--- src/rtl/timer_pkg.sv ---
// Shared types and constants for the programmable timer block.
//   ch_state_e    : per-channel operating state
//   SEC_MAX       : last valid seconds value
//   SEC_W         : seconds field width
//   calc_max_min  : largest displayable minutes value for a given field width
//   calc_ch_w     : channel-select width for a given channel count
package timer_pkg;

  typedef enum logic [2:0] {
    StIdle,
    StSet,
    StRun,
    StPause,
    StExpired
  } ch_state_e;

  localparam int unsigned SEC_MAX = 59;
  localparam int unsigned SEC_W   = 6;
  localparam int unsigned MIN_CAP = 99;

  // Minutes saturate at two display digits even when the field could hold more.
  function automatic int unsigned calc_max_min(input int unsigned min_w);
    int unsigned full;
    full = (min_w >= 32) ? 32'hFFFF_FFFF : ((32'd1 << min_w) - 32'd1);
    return (full < MIN_CAP) ? full : MIN_CAP;
  endfunction

  function automatic int unsigned calc_ch_w(input int unsigned n_ch);
    return (n_ch > 1) ? $clog2(n_ch) : 1;
  endfunction

endpackage

--- src/rtl/timer_channel.sv ---
// One independent countdown/count-up timer channel.
//   clk, rst_n        : clock, synchronous active-low reset
//   tick_i            : 1 kHz time-base strobe
//   start_i .. inc_sec_i : one-cycle command strobes already decoded for this channel
//   mode_up_i         : direction, latched on start from IDLE/SET
//   reload_en_i       : auto-reload for down mode, latched on start from IDLE/SET
//   minutes_o, seconds_o : current time
//   running_o, expired_o, blink_o : registered status bits
module timer_channel
  import timer_pkg::*;
#(
  parameter int unsigned MIN_W         = 7,
  parameter int unsigned TICKS_PER_SEC = 1000,
  parameter int unsigned BLINK_HALF    = 500
) (
  input  logic             clk,
  input  logic             rst_n,
  input  logic             tick_i,
  input  logic             start_i,
  input  logic             stop_i,
  input  logic             clear_i,
  input  logic             inc_min_i,
  input  logic             inc_sec_i,
  input  logic             mode_up_i,
  input  logic             reload_en_i,
  output logic [MIN_W-1:0] minutes_o,
  output logic [SEC_W-1:0] seconds_o,
  output logic             running_o,
  output logic             expired_o,
  output logic             blink_o
);

  localparam int unsigned MaxMin = calc_max_min(MIN_W);
  localparam int unsigned SubW   = (TICKS_PER_SEC > 1) ? $clog2(TICKS_PER_SEC) : 1;
  localparam int unsigned BlkW   = (BLINK_HALF > 1) ? $clog2(BLINK_HALF) : 1;

  localparam logic [MIN_W-1:0] MinLast = MIN_W'(MaxMin);
  localparam logic [SEC_W-1:0] SecLast = SEC_W'(SEC_MAX);
  localparam logic [SubW-1:0]  SubLast = SubW'(TICKS_PER_SEC - 1);
  localparam logic [BlkW-1:0]  BlkLast = BlkW'(BLINK_HALF - 1);

  ch_state_e        state_q, state_d;
  logic [MIN_W-1:0] min_q, min_d, pre_min_q, pre_min_d;
  logic [SEC_W-1:0] sec_q, sec_d, pre_sec_q, pre_sec_d;
  logic [SubW-1:0]  sub_q, sub_d;
  logic [BlkW-1:0]  blk_cnt_q, blk_cnt_d;
  logic             mode_up_q, mode_up_d;
  logic             reload_q, reload_d;
  logic             blink_q, blink_d;
  logic             running_q, expired_q;

  logic             editable;
  logic             cmd_start, cmd_stop, cmd_inc;
  logic             at_zero;
  logic             reload_hit;
  logic [MIN_W-1:0] min_n;
  logic [SEC_W-1:0] sec_n;

  always_comb begin
    state_d    = state_q;
    min_d      = min_q;
    sec_d      = sec_q;
    pre_min_d  = pre_min_q;
    pre_sec_d  = pre_sec_q;
    sub_d      = sub_q;
    blk_cnt_d  = blk_cnt_q;
    mode_up_d  = mode_up_q;
    reload_d   = reload_q;
    blink_d    = blink_q;
    reload_hit = 1'b0;
    min_n      = min_q;
    sec_n      = sec_q;

    editable = (state_q == StIdle) || (state_q == StSet) || (state_q == StPause);
    at_zero  = (min_q == '0) && (sec_q == '0);

    // Only the highest-priority strobe survives; lower ones are dropped even if
    // the winner turns out to be a no-op in the current state.
    cmd_start = start_i & ~clear_i;
    cmd_stop  = stop_i & ~start_i & ~clear_i;
    cmd_inc   = (inc_min_i | inc_sec_i) & ~stop_i & ~start_i & ~clear_i;

    if (clear_i) begin
      state_d   = StIdle;
      min_d     = '0;
      sec_d     = '0;
      pre_min_d = '0;
      pre_sec_d = '0;
      sub_d     = '0;
      blk_cnt_d = '0;
      blink_d   = 1'b0;
    end else if (cmd_start) begin
      case (state_q)
        StIdle, StSet: begin
          // A down count from 00:00 would expire immediately, so refuse it.
          if (mode_up_i || !at_zero) begin
            mode_up_d = mode_up_i;
            reload_d  = reload_en_i;
            pre_min_d = min_q;
            pre_sec_d = sec_q;
            sub_d     = '0;
            state_d   = StRun;
          end
        end
        StPause: state_d = StRun;
        default: ;
      endcase
    end else if (cmd_stop) begin
      if (state_q == StRun) state_d = StPause;
    end else if (cmd_inc && editable) begin
      if (inc_min_i) min_d = (min_q == MinLast) ? '0 : min_q + MIN_W'(1);
      if (inc_sec_i) sec_d = (sec_q == SecLast) ? '0 : sec_q + SEC_W'(1);
      if (state_q != StPause) state_d = StSet;
    end

    // Commands other than clear/stop are no-ops in RUN and EXPIRED, so a tick
    // arriving alongside them is still honoured.
    if (tick_i && !clear_i && !cmd_stop) begin
      if (state_q == StRun) begin
        if (sub_q == SubLast) begin
          sub_d = '0;
          if (mode_up_q) begin
            if (sec_q != SecLast) begin
              sec_n = sec_q + SEC_W'(1);
            end else if (min_q != MinLast) begin
              sec_n = '0;
              min_n = min_q + MIN_W'(1);
            end
            if (min_n == MinLast && sec_n == SecLast) state_d = StExpired;
          end else begin
            if (sec_q != '0) begin
              sec_n = sec_q - SEC_W'(1);
            end else if (min_q != '0) begin
              sec_n = SecLast;
              min_n = min_q - MIN_W'(1);
            end
            if (min_n == '0 && sec_n == '0) begin
              if (reload_q) begin
                min_n      = pre_min_q;
                sec_n      = pre_sec_q;
                reload_hit = 1'b1;
              end else begin
                state_d = StExpired;
              end
            end
          end
          min_d = min_n;
          sec_d = sec_n;
        end else begin
          sub_d = sub_q + SubW'(1);
        end
      end else if (state_q == StExpired) begin
        if (blk_cnt_q == BlkLast) begin
          blk_cnt_d = '0;
          blink_d   = ~blink_q;
        end else begin
          blk_cnt_d = blk_cnt_q + BlkW'(1);
        end
      end
    end

    // Blink phase restarts lit on every entry into EXPIRED.
    if (state_d == StExpired && state_q != StExpired) begin
      blink_d   = 1'b1;
      blk_cnt_d = '0;
    end
  end

  always_ff @(posedge clk) begin
    if (!rst_n) begin
      state_q   <= StIdle;
      min_q     <= '0;
      sec_q     <= '0;
      pre_min_q <= '0;
      pre_sec_q <= '0;
      sub_q     <= '0;
      blk_cnt_q <= '0;
      mode_up_q <= 1'b0;
      reload_q  <= 1'b0;
      blink_q   <= 1'b0;
      running_q <= 1'b0;
      expired_q <= 1'b0;
    end else begin
      state_q   <= state_d;
      min_q     <= min_d;
      sec_q     <= sec_d;
      pre_min_q <= pre_min_d;
      pre_sec_q <= pre_sec_d;
      sub_q     <= sub_d;
      blk_cnt_q <= blk_cnt_d;
      mode_up_q <= mode_up_d;
      reload_q  <= reload_d;
      blink_q   <= blink_d;
      running_q <= (state_d == StRun);
      expired_q <= (state_d == StExpired) | reload_hit;
    end
  end

  assign minutes_o = min_q;
  assign seconds_o = sec_q;
  assign running_o = running_q;
  assign expired_o = expired_q;
  assign blink_o   = blink_q;

endmodule

--- src/rtl/prog_timer.sv ---
// Multi-channel programmable timer: N_CH independent timer_channel instances
// sharing one tick and one command port addressed by ch_sel_i.
//   clk, rst_n         : clock, synchronous active-low reset
//   tick_i             : 1 kHz strobe, advances every running channel at once
//   ch_sel_i           : target channel of the command strobes
//   start_i, stop_i, clear_i, inc_min_i, inc_sec_i : command strobes
//   mode_up_i, reload_en_i : start qualifiers
//   minutes_o, seconds_o  : packed per-channel time, channel i at [i*W +: W]
//   running_o, expired_o, blink_o : per-channel status bits
module prog_timer
  import timer_pkg::*;
#(
  parameter int unsigned N_CH          = 4,
  parameter int unsigned MIN_W         = 7,
  parameter int unsigned TICKS_PER_SEC = 1000,
  parameter int unsigned BLINK_HALF    = 500,
  parameter int unsigned CH_W          = calc_ch_w(N_CH)
) (
  input  logic                    clk,
  input  logic                    rst_n,
  input  logic                    tick_i,
  input  logic [CH_W-1:0]         ch_sel_i,
  input  logic                    start_i,
  input  logic                    stop_i,
  input  logic                    clear_i,
  input  logic                    inc_min_i,
  input  logic                    inc_sec_i,
  input  logic                    mode_up_i,
  input  logic                    reload_en_i,
  output logic [N_CH*MIN_W-1:0]   minutes_o,
  output logic [N_CH*SEC_W-1:0]   seconds_o,
  output logic [N_CH-1:0]         running_o,
  output logic [N_CH-1:0]         expired_o,
  output logic [N_CH-1:0]         blink_o
);

  for (genvar i = 0; i < N_CH; i++) begin : g_ch
    // Selects at or above N_CH match no instance and are thereby ignored.
    logic hit;
    assign hit = (ch_sel_i == CH_W'(i));

    timer_channel #(
      .MIN_W        (MIN_W),
      .TICKS_PER_SEC(TICKS_PER_SEC),
      .BLINK_HALF   (BLINK_HALF)
    ) u_ch (
      .clk        (clk),
      .rst_n      (rst_n),
      .tick_i     (tick_i),
      .start_i    (start_i & hit),
      .stop_i     (stop_i & hit),
      .clear_i    (clear_i & hit),
      .inc_min_i  (inc_min_i & hit),
      .inc_sec_i  (inc_sec_i & hit),
      .mode_up_i  (mode_up_i),
      .reload_en_i(reload_en_i),
      .minutes_o  (minutes_o[i*MIN_W +: MIN_W]),
      .seconds_o  (seconds_o[i*SEC_W +: SEC_W]),
      .running_o  (running_o[i]),
      .expired_o  (expired_o[i]),
      .blink_o    (blink_o[i])
    );
  end

endmodule

--- config.mk ---
export PLATFORM = sky130hd
export DESIGN_NAME = prog_timer
export DESIGN_NICKNAME = d
export VERILOG_FILES = /design/src/rtl/timer_pkg.sv /design/src/rtl/timer_channel.sv /design/src/rtl/prog_timer.sv
export SDC_FILE = /design/constraint.sdc
export NUM_CORES = 1
export LEC_CHECK = 0
export ABC_AREA = 1
export ABC_CLOCK_PERIOD_IN_PS = 3500
export CORE_UTILIZATION = 30
export DETAILED_ROUTE_END_ITERATION = 10
export GPL_TIMING_DRIVEN = 1
export SKIP_LAST_GASP = 1
export SYNTH_ARGS = -nofsm -noshare
export SYNTH_HDL_FRONTEND = slang
export SYNTH_SLANG_ARGS = --single-unit
export TNS_END_PERCENT = 30
--- constraint.sdc ---
create_clock -name clk -period 3.5 [get_ports clk]
set_clock_uncertainty 0.15 [all_clocks]
set_input_delay 0.35 -clock clk [delete_from_list [all_inputs] [get_ports clk]]
set_output_delay 0.35 -clock clk [all_outputs]
set_load 0.02 [all_outputs]
==> out/qor.csv <==
stage,metric,value,unit
routing,drc_viols,0,
place,gp_routability_congestion,0.940,
synthesis,syn_area_per_cell,6.31,µm²
critical_path,worstReg2RegStart,g_ch[0].u_ch.seconds_o[0],
clock_tree,clock-sinks,212,
critical_path,path_max_fanout,12,
critical_path,cp.required,3840,ps
critical_path,timing.critical_path.slowest_stage_cell,dfxtp_1,
critical_path,type_of_element_launching_the_critical_path,flip-flop,
cells_and_area,finalNetCount,2479,
critical_path,critPathCaptureType,flip-flop,
critical_path,reg2reg_to,g_ch[0].u_ch.minutes_o[3],
floorplan,placeableCoreArea,0.0493,mm²
cells_and_area,fillers,5359,
cells_and_area,layout_common_cells,"nand2_1, inv_1, nor2_1, dfxtp_1, o21ai_0",
routing,firstDrtPassIters,5,
critical_path,critical_path.most_common_cell,nand3_1,
floorplan,chipWidth,226,µm
sta,timing.fmax,305,MHz
floorplan,rows,81,
worst_hold_path,hold_path.startpoint,rst_n,
clock_tree,tritoncts,done,
routing,routed-wl-met2,21800,µm
global_routing,grt_start_max_net_pins,31,
sta,max-slew-margin-rel,0.502,
routing,route.top_layer_used,met4,
synthesis,yosys_warnings,0,
critical_path,critical_path.cell_chain,clkinv_1 -> ha_1 -> nand3_1 -> nor2_2 -> nand2_1 -> nand3_1 -> nand3_1 -> nor3_2 -> and2_1 -> buf_4 -> nand3_1 -> nand3_1 -> nand2_1 -> a21boi_1,
global_routing,grt_residual_overflow,0,
synthesis,synthCells,2393,
sta,final-max-slew-violation-count,0,
global_routing,first_global_vias,15198,
job,max_cap_violations,0,
synthesis,seq_area_frac_synth,0.281,
floorplan,floorplan.die_area,0.0513,mm²
clock_tree,insertion_delay,560,ps
floorplan,initial_utilization,0.307,
routing,detailroute.via_count,16157,
critical_path,cp_data_arrival_time,3620,ps
sta,hold_slack,149,ps
power_and_ir_drop,irDropWorstVdd,0.349,mV
power_and_ir_drop,leakage,7.29,nW
critical_path,startpoint,g_ch[0].u_ch.seconds_o[0],
run_status,run_status,"finished, final reports clean",
synthesis,yosys_cell_types,62,
synthesis,synth.cell_area,0.0151,mm²
power_and_ir_drop,p_per_area,347,mW/mm²
sta,finalWorstPathRequiredPeriod,3280,ps
clock_tree,cts_inserted_buffers,26,
place,count_of_placed_standard_cells_including_taps,3075,
cells_and_area,final_layout_size_suffix_gt1_frac,0.0838,
clock_tree,cts_setup_buffers,0,
clock_tree,cts-root-to-sink-buffers,3,
critical_path,cp_num_buf_inv,2,
floorplan,die-height,226,µm
critical_path,timing_worst_setup_path_type,flip-flop to flip-flop,
cells_and_area,layout-area-overhead-vs-synth,14.4,%
global_routing,track_usage,0.184,
cells_and_area,instances_no_fill,3122,
routing,wl_met1,21700,µm
routing,detail-route-antenna-nets,0,
place,dpl_worst_slack,294,ps
critical_path,cp_top_family,simple AND/OR/NAND/NOR gates,
sta,final_hold_viol_count,0,
critical_path,worstRegToRegCells,14,
sta,tightest_slew,741,ps
sta,final_critical_path_setup_slack,223,ps
critical_path,crit_path_max_incr_delay,410,ps
sta,setup-violations-final,0,
worst_hold_path,hold_end,g_ch[3].u_ch.state_q[2],
clock_tree,clock_tree.htree_level_count,1,
sta,period_share,0.936,
routing,wl_met3,2620,µm
global_routing,antenna_violations_before_repair,0,
sta,tns,0,ps
global_routing,grt_first_pass_wirelength,77800,µm
floorplan,ioPinCount,76,
sta,unrepaired_setup_endpoints_after_global_routing,false,
critical_path,r2r_setup_slack,220,ps
clock_tree,worst_setup_hold_path_clk_slew,60,ps
synthesis,syn-num-nets,2433,
cells_and_area,mostFrequentLayoutCell,nand2_1,
routing,routed_wire_length,47300,µm
worst_hold_path,hold_wc_path_type,input pin to flip-flop,
routing,drt-vias-per-instance,5.18,
place,half_perimeter_wire_length_of_the_detailed_placement_result,35000,µm
clock_tree,cts_resized,0,
clock_tree,cts_root_buffer,clkbuf_16,
worst_hold_path,hold_path_depth,3,
clock_tree,postCtsHoldBufs,0,
routing,drt_iter0_markers,1429,
routing,detail_routed_net_length_per_standard_cell,15.2,µm
synthesis,synth.ff_latch_count,212,
place,portBuffers,75,
[kinds of logic (layout without fill, tap and decap cells)]
group | count (synthesis) | in the layout | synth area share
DFF | 212 | 212 | 0.281
other | 0 | 1 | 0
adders and majority gates | 28 | 28 | 0.0232
AOI/OAI and AO/OA | 529 | 529 | 0.199
buffers and inverters | 397 | 461 | 0.109
and+or+nand+nor | 1175 | 1175 | 0.358
xor gates and xnor gates | 52 | 52 | 0.0302
[where the power goes]
group          internal (mW)  total [mW]  switching (mW)  leakage [nW]
clock                   1.58        2.69            1.11         0.403
sequential              2.44        2.48          0.0373          1.71
combinational          0.261       0.828           0.566          5.18
[sequential cells by signal, indices dropped and copies added, names as in the netlist]
name	cells
g_ch.u_ch.minutes_o	28
g_ch.u_ch.pre_sec_q	24
g_ch.u_ch.expired_o	4
g_ch.u_ch.blink_o	4
g_ch.u_ch.seconds_o	24
g_ch.u_ch.pre_min_q	28
g_ch.u_ch.state_q	12
g_ch.u_ch.reload_q	4
g_ch.u_ch.blk_cnt_q	36
g_ch.u_ch.mode_up_q	4
g_ch.u_ch.running_o	4
g_ch.u_ch.sub_q	40
[synthesized netlist by cell type, drive strengths merged]
cell type	n	share of area
o21ai	245	0.082
buf	60	0.025
a32oi	5	0.0029
a21o	1	0.00050
a22oi	8	0.0043
nand3b	4	0.0020
nand2	556	0.15
o211ai	22	0.011
o41ai	2	0.0012
a221oi	6	0.0035
a21boi	27	0.014
a21oi	156	0.052
nand3	218	0.078
nand4	42	0.019
xnor2	4	0.0023
nor4	6	0.0033
o22ai	21	0.0087
o21a	2	0.00099
or2	6	0.0025
inv	301	0.075
and3	3	0.0012
clkinv	6	0.0017
and2	3	0.0012
nor3	52	0.019
o311ai	2	0.0012
o221ai	1	0.00058
a31oi	11	0.0046
nor2	283	0.086
ha	28	0.023
dfxtp	212	0.28
o32ai	8	0.0046
a211oi	9	0.0045
nor3b	2	0.0017
o2111ai	3	0.0017
xor2	48	0.028
clkbuf	30	0.0075
[per-layer routing]
layer  up-vias  GRT usage
met3        97     0.0250
met5         -          0
met2       498      0.307
met4         0     0.0545
met1      7524      0.246
li1       8038          -
[cell type report]
type                    instances  area, µm²  area share
diodes                          1       2.50    0.000145
well taps                     664        831      0.0481
multi-input cells            1784       9220       0.533
inverters                     307       1160      0.0671
repair buffers                108        993      0.0575
flip-flops and latches        212       4240       0.246
clock inverters                 9        111     0.00644
clock buffers                  37        722      0.0418
[stage by stage]
| stage | total power, mW | utilization | instance area (µm²) |
|---|---|---|---|
| after floorplan | 3.11 | - | 15100 |
| after global placement | 3.34 | 0.334 | 16400 |
| after detailed placement | 3.35 | 0.334 | 16400 |
| after CTS | 6.05 | 0.351 | 17300 |
| after global routing | 6.26 | 0.351 | 17300 |
| final | 6.00 | 0.351 | 17300 |
[how the worst max path moves through the flow]
stage / to / slack (ps) / cells past startpoint
3_5_place_dp: g_ch[0].u_ch.minutes_o[3] / 290 / 14
6_report: g_ch[0].u_ch.minutes_o[3] / 220 / 14
5_1_grt: g_ch[0].u_ch.minutes_o[0] / 3 / 16
4_1_cts: g_ch[0].u_ch.minutes_o[3] / 280 / 14
3_3_place_gp: g_ch[0].u_ch.minutes_o[3] / 270 / 14
2_1_floorplan: g_ch[0].u_ch.seconds_o[0] / 910 / 13
[worst min-delay path, delay by kind of cell]
family	cells	cell delay, ps
buffers and inverters	2	310
and+or+nand+nor	1	140
Power figures use the tool's default switching activity.
